$ cat config.mk
export PLATFORM = sky130hd
export DESIGN_NAME = sound_arbiter
export DESIGN_NICKNAME = d
export VERILOG_FILES = /design/src/rtl/sound_pkg.sv /design/src/rtl/sound_timer.sv /design/src/rtl/sound_arbiter.sv
export SDC_FILE = /design/constraint.sdc
export NUM_CORES = 1
export LEC_CHECK = 0
export CORE_ASPECT_RATIO = 0.9
export CORE_UTILIZATION = 58
export DETAILED_ROUTE_END_ITERATION = 10
export GPL_ROUTABILITY_DRIVEN = 1
export GPL_TIMING_DRIVEN = 0
export PLACE_DENSITY = 0.87
export SKIP_CTS_REPAIR_TIMING = 1
export SLEW_MARGIN = 0
export SYNTH_ARGS = -nofsm -noshare
export SYNTH_HDL_FRONTEND = slang
export SYNTH_SLANG_ARGS = --single-unit
$ cat constraint.sdc
create_clock -name clk -period 2.9 [get_ports clk]
set_input_delay 0.29 -clock clk [delete_from_list [all_inputs] [get_ports clk]]
set_output_delay 0.29 -clock clk [all_outputs]
set_load 0.01 [all_outputs]
$ cat src/rtl/sound_pkg.sv
// ----------------------------------------------------------------------------
// sound_pkg : shared types, tone table and duration helper for sound_arbiter
// Revision  : 1.0
// ----------------------------------------------------------------------------
`default_nettype none

package sound_pkg;

    typedef enum logic [1:0] {
        LOSE = 2'd0,
        WIN  = 2'd1,
        GATE = 2'd2,
        HOP  = 2'd3
    } snd_id_t;

    typedef enum logic [1:0] {
        IDLE = 2'd0,
        PLAY = 2'd1,
        GAP  = 2'd2
    } snd_state_t;

    localparam int LOSE_FREQ = 950;
    localparam int WIN_FREQ  = 500;
    localparam int GATE_FREQ = 700;
    localparam int HOP_FREQ  = 300;

    function automatic int dur_of(snd_id_t id, int one_sec);
        int d;
        unique case (id)
            LOSE, WIN: d = one_sec;
            GATE:      d = one_sec / 4;
            default:   d = one_sec / 16;
        endcase
        return d;
    endfunction

    function automatic logic [9:0] freq_of(snd_id_t id);
        logic [9:0] f;
        unique case (id)
            LOSE:    f = 10'(LOSE_FREQ);
            WIN:     f = 10'(WIN_FREQ);
            GATE:    f = 10'(GATE_FREQ);
            default: f = 10'(HOP_FREQ);
        endcase
        return f;
    endfunction

endpackage

`default_nettype wire

$ cat src/rtl/sound_timer.sv
// ----------------------------------------------------------------------------
// sound_timer : loadable down-counter, stops at zero, shared by PLAY and GAP
// Revision    : 1.0
// ----------------------------------------------------------------------------
`default_nettype none

module sound_timer #(
    parameter int CW = 26
) (
    input  logic          clk,
    input  logic          resetN,
    input  logic          load,
    input  logic [CW-1:0] value,
    output logic          zero
);

    logic [CW-1:0] r_count;

    always_ff @(posedge clk or negedge resetN) begin
        if (!resetN) begin
            r_count <= '0;
        end else if (load) begin
            r_count <= value;
        end else if (r_count != '0) begin
            r_count <= r_count - 1'b1;
        end
    end

    assign zero = (r_count == '0);

endmodule

`default_nettype wire

$ cat src/rtl/sound_arbiter.sv
// ----------------------------------------------------------------------------
// sound_arbiter : fixed-priority, preemptive sharing of the tone generator
// Revision      : 1.0
// ----------------------------------------------------------------------------
`default_nettype none

module sound_arbiter
    import sound_pkg::*;
#(
    parameter int ONE_SEC    = 50000000,
    parameter int GAP_CYCLES = ONE_SEC / 100
) (
    input  logic       clk,
    input  logic       resetN,
    input  logic [3:0] req,
    input  logic       mute,
    input  logic       flush,
    output logic [9:0] sound_freq,
    output logic       enable_sound,
    output logic [1:0] active_id,
    output logic       busy
);

    localparam int CW = $clog2(ONE_SEC);

    snd_state_t r_state;
    snd_id_t    r_active;
    logic [3:0] r_pending;
    logic [9:0] r_freq;
    logic       r_enable;
    logic       r_busy;

    snd_state_t    w_state_nxt;
    snd_id_t       w_id_nxt;
    snd_id_t       w_top;
    logic [3:0]    w_cand;
    logic [3:0]    w_pend_nxt;
    logic [3:0]    w_top_bit;
    logic [3:0]    w_act_bit;
    logic          w_grant;
    logic          w_load;
    logic [CW-1:0] w_load_val;
    logic          w_zero;

    sound_timer #(.CW(CW)) u_timer (
        .clk    (clk),
        .resetN (resetN),
        .load   (w_load),
        .value  (w_load_val),
        .zero   (w_zero)
    );

    // Lowest index among pending and fresh requests wins
    always_comb begin
        w_cand = r_pending | req;
        if (w_cand[0])      w_top = LOSE;
        else if (w_cand[1]) w_top = WIN;
        else if (w_cand[2]) w_top = GATE;
        else                w_top = HOP;
        w_top_bit = 4'b0001 << w_top;
        w_act_bit = 4'b0001 << r_active;
    end

    always_comb begin
        w_state_nxt = r_state;
        w_id_nxt    = r_active;
        w_pend_nxt  = r_pending | req;
        w_grant     = 1'b0;
        w_load      = 1'b0;
        w_load_val  = '0;

        unique case (r_state)
            IDLE: begin
                w_grant = (w_cand != 4'b0000);
            end
            PLAY: begin
                // A re-request of the playing id never lands in pending
                w_pend_nxt = r_pending | (req & ~w_act_bit);
                if ((w_cand != 4'b0000) && (w_top < r_active)) begin
                    w_grant = 1'b1;
                end else if ((req & w_act_bit) != 4'b0000) begin
                    w_load     = 1'b1;
                    w_load_val = CW'(dur_of(r_active, ONE_SEC) - 1);
                end else if (w_zero) begin
                    w_state_nxt = GAP;
                    w_load      = 1'b1;
                    w_load_val  = CW'(GAP_CYCLES - 1);
                end
            end
            GAP: begin
                if (w_zero) begin
                    if (w_cand != 4'b0000) w_grant = 1'b1;
                    else                   w_state_nxt = IDLE;
                end
            end
            default: begin
                w_state_nxt = IDLE;
            end
        endcase

        if (w_grant) begin
            w_state_nxt = PLAY;
            w_id_nxt    = w_top;
            w_pend_nxt  = w_pend_nxt & ~w_top_bit;
            w_load      = 1'b1;
            w_load_val  = CW'(dur_of(w_top, ONE_SEC) - 1);
        end

        if (flush) begin
            w_state_nxt = IDLE;
            w_id_nxt    = r_active;
            w_pend_nxt  = 4'b0000;
            w_grant     = 1'b0;
            w_load      = 1'b1;
            w_load_val  = '0;
        end
    end

    always_ff @(posedge clk or negedge resetN) begin
        if (!resetN) begin
            r_state   <= IDLE;
            r_active  <= LOSE;
            r_pending <= 4'b0000;
            r_freq    <= 10'd0;
            r_enable  <= 1'b0;
            r_busy    <= 1'b0;
        end else begin
            r_state   <= w_state_nxt;
            r_active  <= w_id_nxt;
            r_pending <= w_pend_nxt;
            if (w_grant) r_freq <= freq_of(w_top);
            r_enable  <= (w_state_nxt == PLAY) && !mute;
            r_busy    <= (w_state_nxt != IDLE);
        end
    end

    assign sound_freq   = r_freq;
    assign enable_sound = r_enable;
    assign active_id    = r_active;
    assign busy         = r_busy;

endmodule

`default_nettype wire

==> impl_metrics.yaml <==
sta:
  finalCritPeriodShare_pct: 93.70
  maxSlewHeadroom_pct: 59.44
  setup_viol: 0
  hold_viol: 0
  peak_freq_ghz: 0.3680
  hold_ws_ps: 386.8
  maxSlewViolCount: 0
  clock_skew_ps: 7.158
  worst_slew_pin_slew_ps: 608.4
  timing.final.ws_setup_ps: 182.7
  timing.final.crit_period_ps: 2717
floorplanning:
  row_count: 22
  die-height_um: 64.61
  die-width_um: 71.57
  floorplan.io_pins: 22
  die_area_um2: 4624
  core_area_um2: 4129
  initial_utilization_pct: 61.18
critical_path:
  crit-reg2reg-capture: "u_timer.r_count[1]$_DFFE_PN0P_"
  endpoint_arrival_time_on_the_critical_path_ps: 2890
  required_ps: 3080
  largest_driver_fanout_on_the_critical_path: 10
  setup.worst_path.end: "u_timer.r_count[1]$_DFFE_PN0P_"
  timing.reg2reg.setup_slack_ps: 200
  ff2ff_path_depth: 8
  sort_of_element_at_the_end_of_the_critical_path: "register"
  critical_path.startpoint: "req[0]"
  r2r_start: "u_timer.r_count[0]$_DFFE_PN0P_"
  critPathKind: "input pin to register"
  cp-start-kind: "input pin"
detailed_routing:
  residual_antenna_violating_net_count_after_detailed_routing: 0
  route.vias.total: 2118
  drcViolationCount: 0
  routed_via_density: 6.211
  routed_wl_um: 5886
  route.detailed.wl_per_inst_um: 17.26
  drt_iter0_markers: 205
  drtPass1Iterations: 4
synthesis:
  synth_top_area_cell: "sky130_fd_sc_hd__dfrtp_1"
  synth_enable_flop_cells: 0
  synthesis.nets: 274
  async_reset_ff_share_pct: 100.0
  netlist_instances: 263
  synth_flop_cell: "sky130_fd_sc_hd__dfrtp_1"
  synthDominantCellAreaShare_pct: 42.60
  synth.ff_latch_count: 43
  synth_area_per_cell_um2: 9.605
  synthesis.yosys.warnings: 0
  synth.area.top_cells: "sky130_fd_sc_hd__dfrtp_1 43%, sky130_fd_sc_hd__xnor2_1 5.5%, sky130_fd_sc_hd__a21oi_1 3.4%"
  synth-seq-area-share_pct: 42.60
  syn-cell-area_um2: 2526
  synthDistinctLibCells: 54
cells_and_area:
  number_of_nets_in_the_layout: 303
  n_fill_cell: 318
  most_frequent_cells_in_the_layout: "43 x sky130_fd_sc_hd__dfrtp_1, 19 x sky130_fd_sc_hd__clkdlybuf4s50_1"
  most_common_library_cell_in_the_layout_ignoring_fill_and_taps: "sky130_fd_sc_hd__dfrtp_1"
  final-seq-area_um2: 1076
  area_of_combinational_cells_with_multiple_inputs_um2: 1403
  area_growth_pct: 16.79
  layout-drive-gt1-share_pct: 13.65
  n_antenna_cell: 0
  instances_no_fill: 341
  final_core_utilization_pct: 71.45
pwr:
  final_power_uw: 1836
  leakage_uw: 0.001149
  vdd_drop_max_v: 0.0004302
  power.density_nw_per_um2: 622.4
clock_tree:
  clock_latency_ps: 300
  cts_tree: "built"
  path_clk_slew_ps: 80
  ctsLongestPathBuffers: 2
  cts-htree-levels: 2
  cts.sinks: 43
  cts-buffers-inserted: 5
  root_buffer_master: "sky130_fd_sc_hd__clkbuf_8"
placement:
  place.detailed.instances: 332
  detailed_place_hpwl_um: 4281
  placement.setup.worst_slack_ps: -381.2
  gp_weighted_congestion: 0.8888
  io_buffers: 20
job:
  max-cap-violations: 0
grt:
  grt-ovfl-total: 0
  grt_pass1_vias: 2137
  pin_count_of_the_biggest_net_entering_global_routing: 33
  initial_antenna_violation_count: 0
  gr-usage-all-layers_pct: 28.30
  grt_pass1_wl_um: 9915
min_path:
  hold_class: "input pin to asynchronous set/reset pin"
run_status:
  status: "complete, no violations"
==> worst min-delay path by stage <==
stage,start,to,slack [ps],depth (start not counted)
detailed placement,resetN,u_timer.r_count[6]$_DFFE_PN0P_,190,1
finish,resetN,u_timer.r_count[6]$_DFFE_PN0P_,390,2
floorplan,resetN,active_id[0]$_DFFE_PN0P_,-6,0
CTS,resetN,u_timer.r_count[6]$_DFFE_PN0P_,-140,1
global route,resetN,u_timer.r_count[6]$_DFFE_PN0P_,430,2
global placement,sound_freq[5]$_DFFE_PN0P_,sound_freq[5]$_DFFE_PN0P_,490,1
==> logic make-up after synthesis <==
| group | count (synthesis) | share of synthesized area [%] |
|---|---|---|
| simple gates | 104 | 23.48 |
| compound gates | 68 | 19.12 |
| flops | 43 | 42.60 |
| xor+xnor | 21 | 7.281 |
| buf+inv | 18 | 3.318 |
| mux | 5 | 2.575 |
| fa+ha+maj | 3 | 1.486 |
| other cells | 1 | 0.1484 |
==> power breakdown <==
part | switching, uW | leakage (uW) | total (uW) | internal [uW]
combinational | 341 | 0.000563 | 621 | 280
sequential | 98.8 | 0.000534 | 795 | 696
clock | 203 | 0.0000515 | 420 | 217
total | 643 | 0.00115 | 1840 | 1190
==> through the flow <==
step                cell area [um^2]  setup TNS [ps]
floorplan                       2526               0
global placement                2786           -5112
detailed placement              2801           -7017
CTS                             2902          -186.3
global route                    2950          -8.896
finish                          2950               0
==> layer usage <==
metal  track usage [%]  wire (um)  vias up  part of all wire (%)
met3             6.376        382       12                   6.5
met1             37.02       2617     1017                    44
met5                 0          0        -                     0
met2             45.00       2771       71                    47
met4             12.99        115        0                   2.0
li1                  -          -     1018                     -
==> cell usage after synthesis, types with 4 or more instances <==
cell	instances
sky130_fd_sc_hd__nand2_1	17
sky130_fd_sc_hd__o21a_1	5
sky130_fd_sc_hd__nor4_1	7
sky130_fd_sc_hd__nor2b_1	4
sky130_fd_sc_hd__xnor2_1	16
sky130_fd_sc_hd__buf_2	4
sky130_fd_sc_hd__a21oi_1	17
sky130_fd_sc_hd__nand3_1	8
sky130_fd_sc_hd__nor2_1	17
sky130_fd_sc_hd__dfrtp_1	43
sky130_fd_sc_hd__a31oi_1	7
sky130_fd_sc_hd__o211ai_1	7
sky130_fd_sc_hd__nand2b_1	5
sky130_fd_sc_hd__inv_1	8
sky130_fd_sc_hd__o21ai_0	9
sky130_fd_sc_hd__nor3_1	15
sky130_fd_sc_hd__or4_1	4
sky130_fd_sc_hd__and2_1	11
sky130_fd_sc_hd__xor2_1	5
==> area by class of cell <==
class                      count  share of cell area, %
timing repair buffer          22                  7.634
tap                           48                  2.036
inverter                       8                  1.018
clock buffer                   8                  3.393
buffer                        10                  1.908
multi-input combinational    202                  47.54
sequential                    43                  36.47
==> worst max-delay path, cell delays in order <==
cell,delay (ps)
sky130_fd_sc_hd__clkdlybuf4s50_1,520
sky130_fd_sc_hd__nor4_4,340
sky130_fd_sc_hd__clkbuf_4,270
sky130_fd_sc_hd__ha_1,150
sky130_fd_sc_hd__o311ai_2,180
sky130_fd_sc_hd__a21oi_2,350
sky130_fd_sc_hd__o2111ai_2,310
sky130_fd_sc_hd__and2_1,330
sky130_fd_sc_hd__o2bb2ai_1,150
==> registers in the layout, summed over array words and instances, names as in the netlist <==
register and flops:
r_state 2, u_timer.r_count 26, active_id 2, enable_sound 1
busy 1, r_pending 4, sound_freq 7
Note: power is estimated with default switching activity, not from simulation.
